File: src/rtl/lsb_mem_adapter.sv
// Bridges one LoadStoreBuffer access at a time onto the MemControl handshake,
// holding the request until completion and returning realigned load data tagged with its ROB id.
module lsb_mem_adapter #(
  parameter int          ROB_W   = 4,
  parameter logic [31:0] IO_ADDR = 32'h30000
) (
  input  logic             clk_in,
  input  logic             rst_in,
  input  logic             rdy_in,
  input  logic             clear,
  input  logic             io_buffer_full,
  input  logic             req_valid,
  output logic             req_ready,
  input  logic             req_is_store,
  input  logic [2:0]       req_funct3,
  input  logic [31:0]      req_addr,
  input  logic [31:0]      req_wdata,
  input  logic [ROB_W-1:0] req_rob_id,
  output logic             resp_valid,
  output logic [ROB_W-1:0] resp_rob_id,
  output logic [31:0]      resp_data,
  output logic             mem_req,
  output logic             mem_r_nw,
  output logic [1:0]       mem_work_type,
  output logic [31:0]      mem_addr,
  output logic [31:0]      mem_wdata,
  input  logic             mem_busy,
  input  logic             mem_done,
  input  logic [31:0]      mem_rdata
);

  localparam logic [2:0] IDLE     = 3'd0;
  localparam logic [2:0] IO_WAIT  = 3'd1;
  localparam logic [2:0] ISSUE    = 3'd2;
  localparam logic [2:0] WAIT_MEM = 3'd3;
  localparam logic [2:0] RESP     = 3'd4;

  logic [2:0]       state;
  logic [31:0]      addr_q;
  logic [31:0]      wdata_q;
  logic [2:0]       funct3_q;
  logic             is_store_q;
  logic [ROB_W-1:0] rob_id_q;
  logic [31:0]      resp_data_q;
  logic [31:0]      load_ext;

  // MemControl hands back the N loaded bytes in the top N bytes of mem_rdata.
  always_comb begin
    load_ext = mem_rdata;
    case (funct3_q)
      3'b000:  load_ext = {{24{mem_rdata[31]}}, mem_rdata[31:24]};
      3'b001:  load_ext = {{16{mem_rdata[31]}}, mem_rdata[31:16]};
      3'b100:  load_ext = {24'd0, mem_rdata[31:24]};
      3'b101:  load_ext = {16'd0, mem_rdata[31:16]};
      default: load_ext = mem_rdata;
    endcase
  end

  always_comb begin
    mem_work_type = 2'd3;
    case (funct3_q)
      3'b000, 3'b100: mem_work_type = 2'd0;
      3'b001, 3'b101: mem_work_type = 2'd1;
      default:        mem_work_type = 2'd3;
    endcase
  end

  always_ff @(posedge clk_in or posedge rst_in) begin
    if (rst_in) begin
      state       <= IDLE;
      addr_q      <= '0;
      wdata_q     <= '0;
      funct3_q    <= '0;
      is_store_q  <= 1'b0;
      rob_id_q    <= '0;
      resp_data_q <= '0;
    end else if (rdy_in) begin
      // A flush wins over everything, including a completion in the same cycle.
      if (clear) begin
        state <= IDLE;
      end else begin
        case (state)
          IDLE: begin
            if (req_valid) begin
              addr_q     <= req_addr;
              wdata_q    <= req_wdata;
              funct3_q   <= req_funct3;
              is_store_q <= req_is_store;
              rob_id_q   <= req_rob_id;
              state      <= (req_is_store && req_addr == IO_ADDR) ? IO_WAIT : ISSUE;
            end
          end
          IO_WAIT:  if (!io_buffer_full) state <= ISSUE;
          ISSUE:    if (!mem_busy) state <= WAIT_MEM;
          WAIT_MEM: begin
            if (mem_done) begin
              resp_data_q <= is_store_q ? 32'd0 : load_ext;
              state       <= RESP;
            end
          end
          RESP:     state <= IDLE;
          default:  state <= IDLE;
        endcase
      end
    end
  end

  assign req_ready   = (state == IDLE);
  assign resp_valid  = (state == RESP);
  assign resp_rob_id = rob_id_q;
  assign resp_data   = resp_data_q;
  assign mem_req     = (state == ISSUE);
  assign mem_r_nw    = is_store_q;
  assign mem_addr    = addr_q;
  assign mem_wdata   = wdata_q;

endmodule

File: config.mk
export PLATFORM = sky130hd
export DESIGN_NAME = lsb_mem_adapter
export DESIGN_NICKNAME = d
export VERILOG_FILES = /design/src/rtl/lsb_mem_adapter.sv
export SDC_FILE = /design/constraint.sdc
export NUM_CORES = 1
export LEC_CHECK = 0
export CELL_PAD_IN_SITES_DETAIL_PLACEMENT = 1
export CELL_PAD_IN_SITES_GLOBAL_PLACEMENT = 1
export CORE_MARGIN = 10
export CORE_UTILIZATION = 40
export DETAILED_ROUTE_END_ITERATION = 7
export DONT_BUFFER_PORTS = 1
export GPL_TIMING_DRIVEN = 0
export HOLD_SLACK_MARGIN = 0.06
export PLACE_DENSITY = 0.7
export SKIP_CTS_REPAIR_TIMING = 1
export SLEW_MARGIN = 10
export SYNTH_ARGS = -nofsm -noshare
export SYNTH_HDL_FRONTEND = slang
export SYNTH_SLANG_ARGS = --single-unit
File: constraint.sdc
create_clock -name clk_in -period 5.5 [get_ports clk_in]
set_clock_uncertainty 0.15 [all_clocks]
set_input_delay 1.65 -clock clk_in [delete_from_list [all_inputs] [get_ports clk_in]]
set_output_delay 1.65 -clock clk_in [all_outputs]
set_load 0.02 [all_outputs]
Word-level counts from Yosys, hierarchy flattened
Index checks and enable logic that the tools add are counted.

operators by class
  equality and inequality tests = 12
  muxes and demuxes = 10
  bitwise gates (word level) = 1
  reductions and logical operators = 8

operator list
  operator                count
  $pmux W32 S4            1
  $eq A32 B18 Y1 const B  1
  $mux W32                1
  $mux W3                 5
  $ne A3 B3 Y1 const B    4
  $pmux W3 S4             1
  $eq A3 B3 Y1 const B    3
  $reduce_and A4 Y1       2
  $eq A3 B1 Y1 const B    2
  $eq A3 B2 Y1 const B    2
  $logic_not A3 Y1        2
  $reduce_and A5 Y1       1
  $pmux W2 S2             1
  $reduce_or A2 Y1        2
  $mux W2                 1
  $logic_and A1 B1 Y1     1
  $not A1 Y1              1

storage, ports and cells
  flip-flop bits (word level) = 107
  input port bits = 112
  output and inout bits = 106
  word-level logic and storage cells = 38

Logic depth before layout (Yosys ltp)
  depth after elaboration = 6
  depth in mapped cells = 6
  gate-level depth less buffers = 4

Worst setup path after synthesis
Ideal clock, no wire load.

  path type = register -> output
  from = register funct3_q[1]
  to = output port mem_work_type[0]
  data arrival time = 1.187 ns
  required time = 3.700 ns
  setup slack = 2.513 ns
  stages on the path, launching flop included = 5
  path buffers = 3
  path through = dfrtp_1 > buf_2 > buf_2 > buf_1 > or2_2

on the way
  cells in the longest elaborated chain, start to end = 3
  elaborated cells between the ends (all ways) = 7
  classes of those cells = eq/ne (3); mux (1); reduce/logical (3)

ends and longest elaborated chain
  item                                        line  RTL
  from (decl)                                 41    logic [2:0] funct3_q;
  from (signal assigned)                      87    funct3_q <= req_funct3;
  $eq A3 B1 Y1, or another cell as far along  61    case (funct3_q)
  $reduce_or A2 Y1                            61
  $pmux W2 S2 (*)                             61
  to (decl)                                   24    output logic [1:0] mem_work_type,

Mark *: on every way between the ends. The rest lies on a longest branch, timed or not.

Final worst setup path
Ends and elaborated chain as after synthesis.

==> impl_metrics.env <==
export IMPL_die_w_um=131
export IMPL_cts_max_path_buffers=2
export IMPL_stdcell_area_sq_um=5390
export IMPL_holdPathStages=1
export IMPL_place_congestion=0.776
export IMPL_netlist_instances=360
export IMPL_drt_iter0_drc=134
export IMPL_reg2reg_from="mem_r_nw"
export IMPL_fin_ws_ns=1.97
export IMPL_grt_busiest_layer="met2"
export IMPL_finalMaxSlewViolations=0
export IMPL_num_vias=2906
export IMPL_die_h_um=131
export IMPL_syn_area_sq_um=4900
export IMPL_overflow=0
export IMPL_synthArstFlopShare=1.00
export IMPL_post_route_period_util=0.641
export IMPL_grt_pass1_wl_mm=20.7
export IMPL_crit_path_end_kind="primary output"
export IMPL_rsz0062_at_grt="false"
export IMPL_wl_per_cell_um=26.3
export IMPL_cp_max_fo=10
export IMPL_ys_ff_latch=107
export IMPL_r2r_end="resp_data[4]"
export IMPL_synthToLayoutAreaGrowth_pct=9.96
export IMPL_fin_setup_tns_ns=0
export IMPL_die_area_sq_um=17100
export IMPL_rows=40
export IMPL_fmax_ghz=0.284
export IMPL_antenna_found_initial=0
export IMPL_clk_pin_slew_ns=0.07
export IMPL_cts_max_level=3
export IMPL_layout_cells_non_filler=524
export IMPL_yosysUniqueCellTypes=37
export IMPL_crit_type="reg2out"
export IMPL_worstPathRequired_ns=3.70
export IMPL_wirelength_mm=13.8
export IMPL_cts_sinks=107
export IMPL_drc=0
export IMPL_portBuffers=0
export IMPL_critPathLaunchType="register"
export IMPL_io_pins=218
export IMPL_rr_worst_depth=4
export IMPL_grt_pass1_vias=3313
export IMPL_slew_headroom=0.415
export IMPL_core_area_sq_um=12000
export IMPL_yosysWarningCount=0
export IMPL_met1_usage=0.183
export IMPL_n_antenna_cell=0
export IMPL_cp_arrival_ns=1.73
export IMPL_yosys_top_cells_area="dfrtp_1 55%, mux2_4 21%, a22o_1 2.7%"
export IMPL_pre_cts_ws_ns=2.35
export IMPL_outcome="finished clean"
export IMPL_vdd_drop_max_mv=0.251
export IMPL_placed_cell_area_sq_um=5110
export IMPL_clk_insertion_delay_late_ns=0.35
export IMPL_drtAntennaViolNets=0
export IMPL_synth_largest_area_cell="dfrtp_1"
export IMPL_drive_above_1_share=0.294
export IMPL_place_hpwl_mm=10.8
export IMPL_cap_violations=0
export IMPL_drt_first_pass_iters=4
export IMPL_rrSetupSlack_ns=3.66
export IMPL_startpoint="funct3_q[1]"
export IMPL_use_met3=0.0951
export IMPL_fin_crit_ns=3.53
export IMPL_nNetsFinal=484
export IMPL_synthMostInstantiatedCell="dfrtp_1"
export IMPL_cp_endpoint="mem_work_type[0]"
export IMPL_power_leakage_uw=0.00261
export IMPL_viasPerCell=5.55
export IMPL_worst_pin_slew_ns=0.875
export IMPL_grt_max_degree=58
export IMPL_root_buffer="clkbuf_16"
export IMPL_synth_nets=472
export IMPL_grt_use_met2=0.255
export IMPL_hold_viol_final=0
export IMPL_power_density_nw_per_um2=617
export IMPL_avgSynthCellArea_sq_um=13.6
export IMPL_cts_buffers=9
export IMPL_cts_tree="yes"
export IMPL_worst_hold_path_type="reg2reg"
export IMPL_synth_ff_type="dfrtp_1"
export IMPL_dp_cells=508
export IMPL_synth_edf_count=0
export IMPL_seq_area_frac_synth=0.547
export IMPL_grtUsageTotal=0.161
export IMPL_start_util=0.408
export IMPL_synth_top_cell_area_share=0.547
export IMPL_nFillCells=1217
export IMPL_setup_violations=0
export IMPL_synth_commonest_cells="107 x dfrtp_1, 70 x mux2_4, 26 x nand2_1"
==> flip-flops by register name, summed over array words and instances (netlist names) <==
register     flops
funct3_q         3
mem_addr        32
mem_r_nw         1
mem_wdata       32
resp_data       32
resp_rob_id      4
state            3
==> worst max-delay path, stage by stage, from the launching register on <==
cell	delay (ns)
dfrtp_1	0.32
buf_2	0.20
buf_2	0.25
buf_1	0.35
or2_2	0.25
==> stage by stage <==
stage          power (uW)   util  hold slack (ns)
3_5_place_dp         2760  0.426            0.386
2_1_floorplan        2490      -            0.331
3_3_place_gp         2710  0.423            0.386
6_report             3330  0.448            0.393
4_1_cts              3380  0.448            0.403
5_1_grt              3530  0.448            0.437
==> report_power, final <==
group,internal (uW),switching (uW),total [uW]
Sequential,1140,729,1870
Clock,307,291,598
Combinational,507,353,860
Total,1950,1370,3330
==> cell families after synthesis <==
family,Yosys count,share of synthesized area
DFF,107,0.547
and+or+nand+nor,75,0.0876
buffers and inverters,37,0.0434
muxes,81,0.238
AOI/OAI and AO/OA,60,0.0848
==> area by class of cell <==
cell class,instances,area (sq um),area share
Buffer,24,164,0.0304
Clock buffer,10,229,0.0425
Clock inverter,6,42.5,0.00790
Inverter,13,53.8,0.00999
Multi-Input combinational cell,216,2010,0.373
Sequential cell,107,2680,0.497
Tap cell,147,184,0.0341
Timing Repair Buffer,1,27.5,0.00511
==> worst min path at each step <==
stage               slack, ns          end   startpoint
finish                   0.39  funct3_q[2]  funct3_q[2]
global route             0.44  funct3_q[2]  funct3_q[2]
CTS                      0.40  funct3_q[2]  funct3_q[2]
detailed placement       0.39  funct3_q[2]  funct3_q[2]
global placement         0.39  funct3_q[2]  funct3_q[2]
floorplan                0.33  funct3_q[2]  funct3_q[2]
==> cells in the final DEF (no fill, tap or decap), types with 3 or more instances in the layout <==
| master | count |
|---|---|
| dfrtp_1 | 107 |
| mux2_4 | 70 |
| nand2_1 | 26 |
| o21ai_0 | 21 |
| nand2b_1 | 15 |
| a22o_1 | 15 |
| inv_1 | 12 |
| nor2_1 | 11 |
| clkbuf_1 | 9 |
| a21oi_1 | 9 |
| mux2i_1 | 9 |
| clkbuf_16 | 9 |
| buf_6 | 8 |
| a221o_1 | 7 |
| buf_2 | 5 |
| nor4_1 | 4 |
| nor3_1 | 4 |
| nor4b_1 | 3 |
==> metal layers <==
layer	share of wire	wire length [um]	up-vias
met5	0	0	-
met4	0.011	150	0
met1	0.37	5100	1454
met3	0.13	1810	13
li1	-	-	1292
met2	0.49	6700	147
Note: power is estimated with default switching activity, not from simulation.
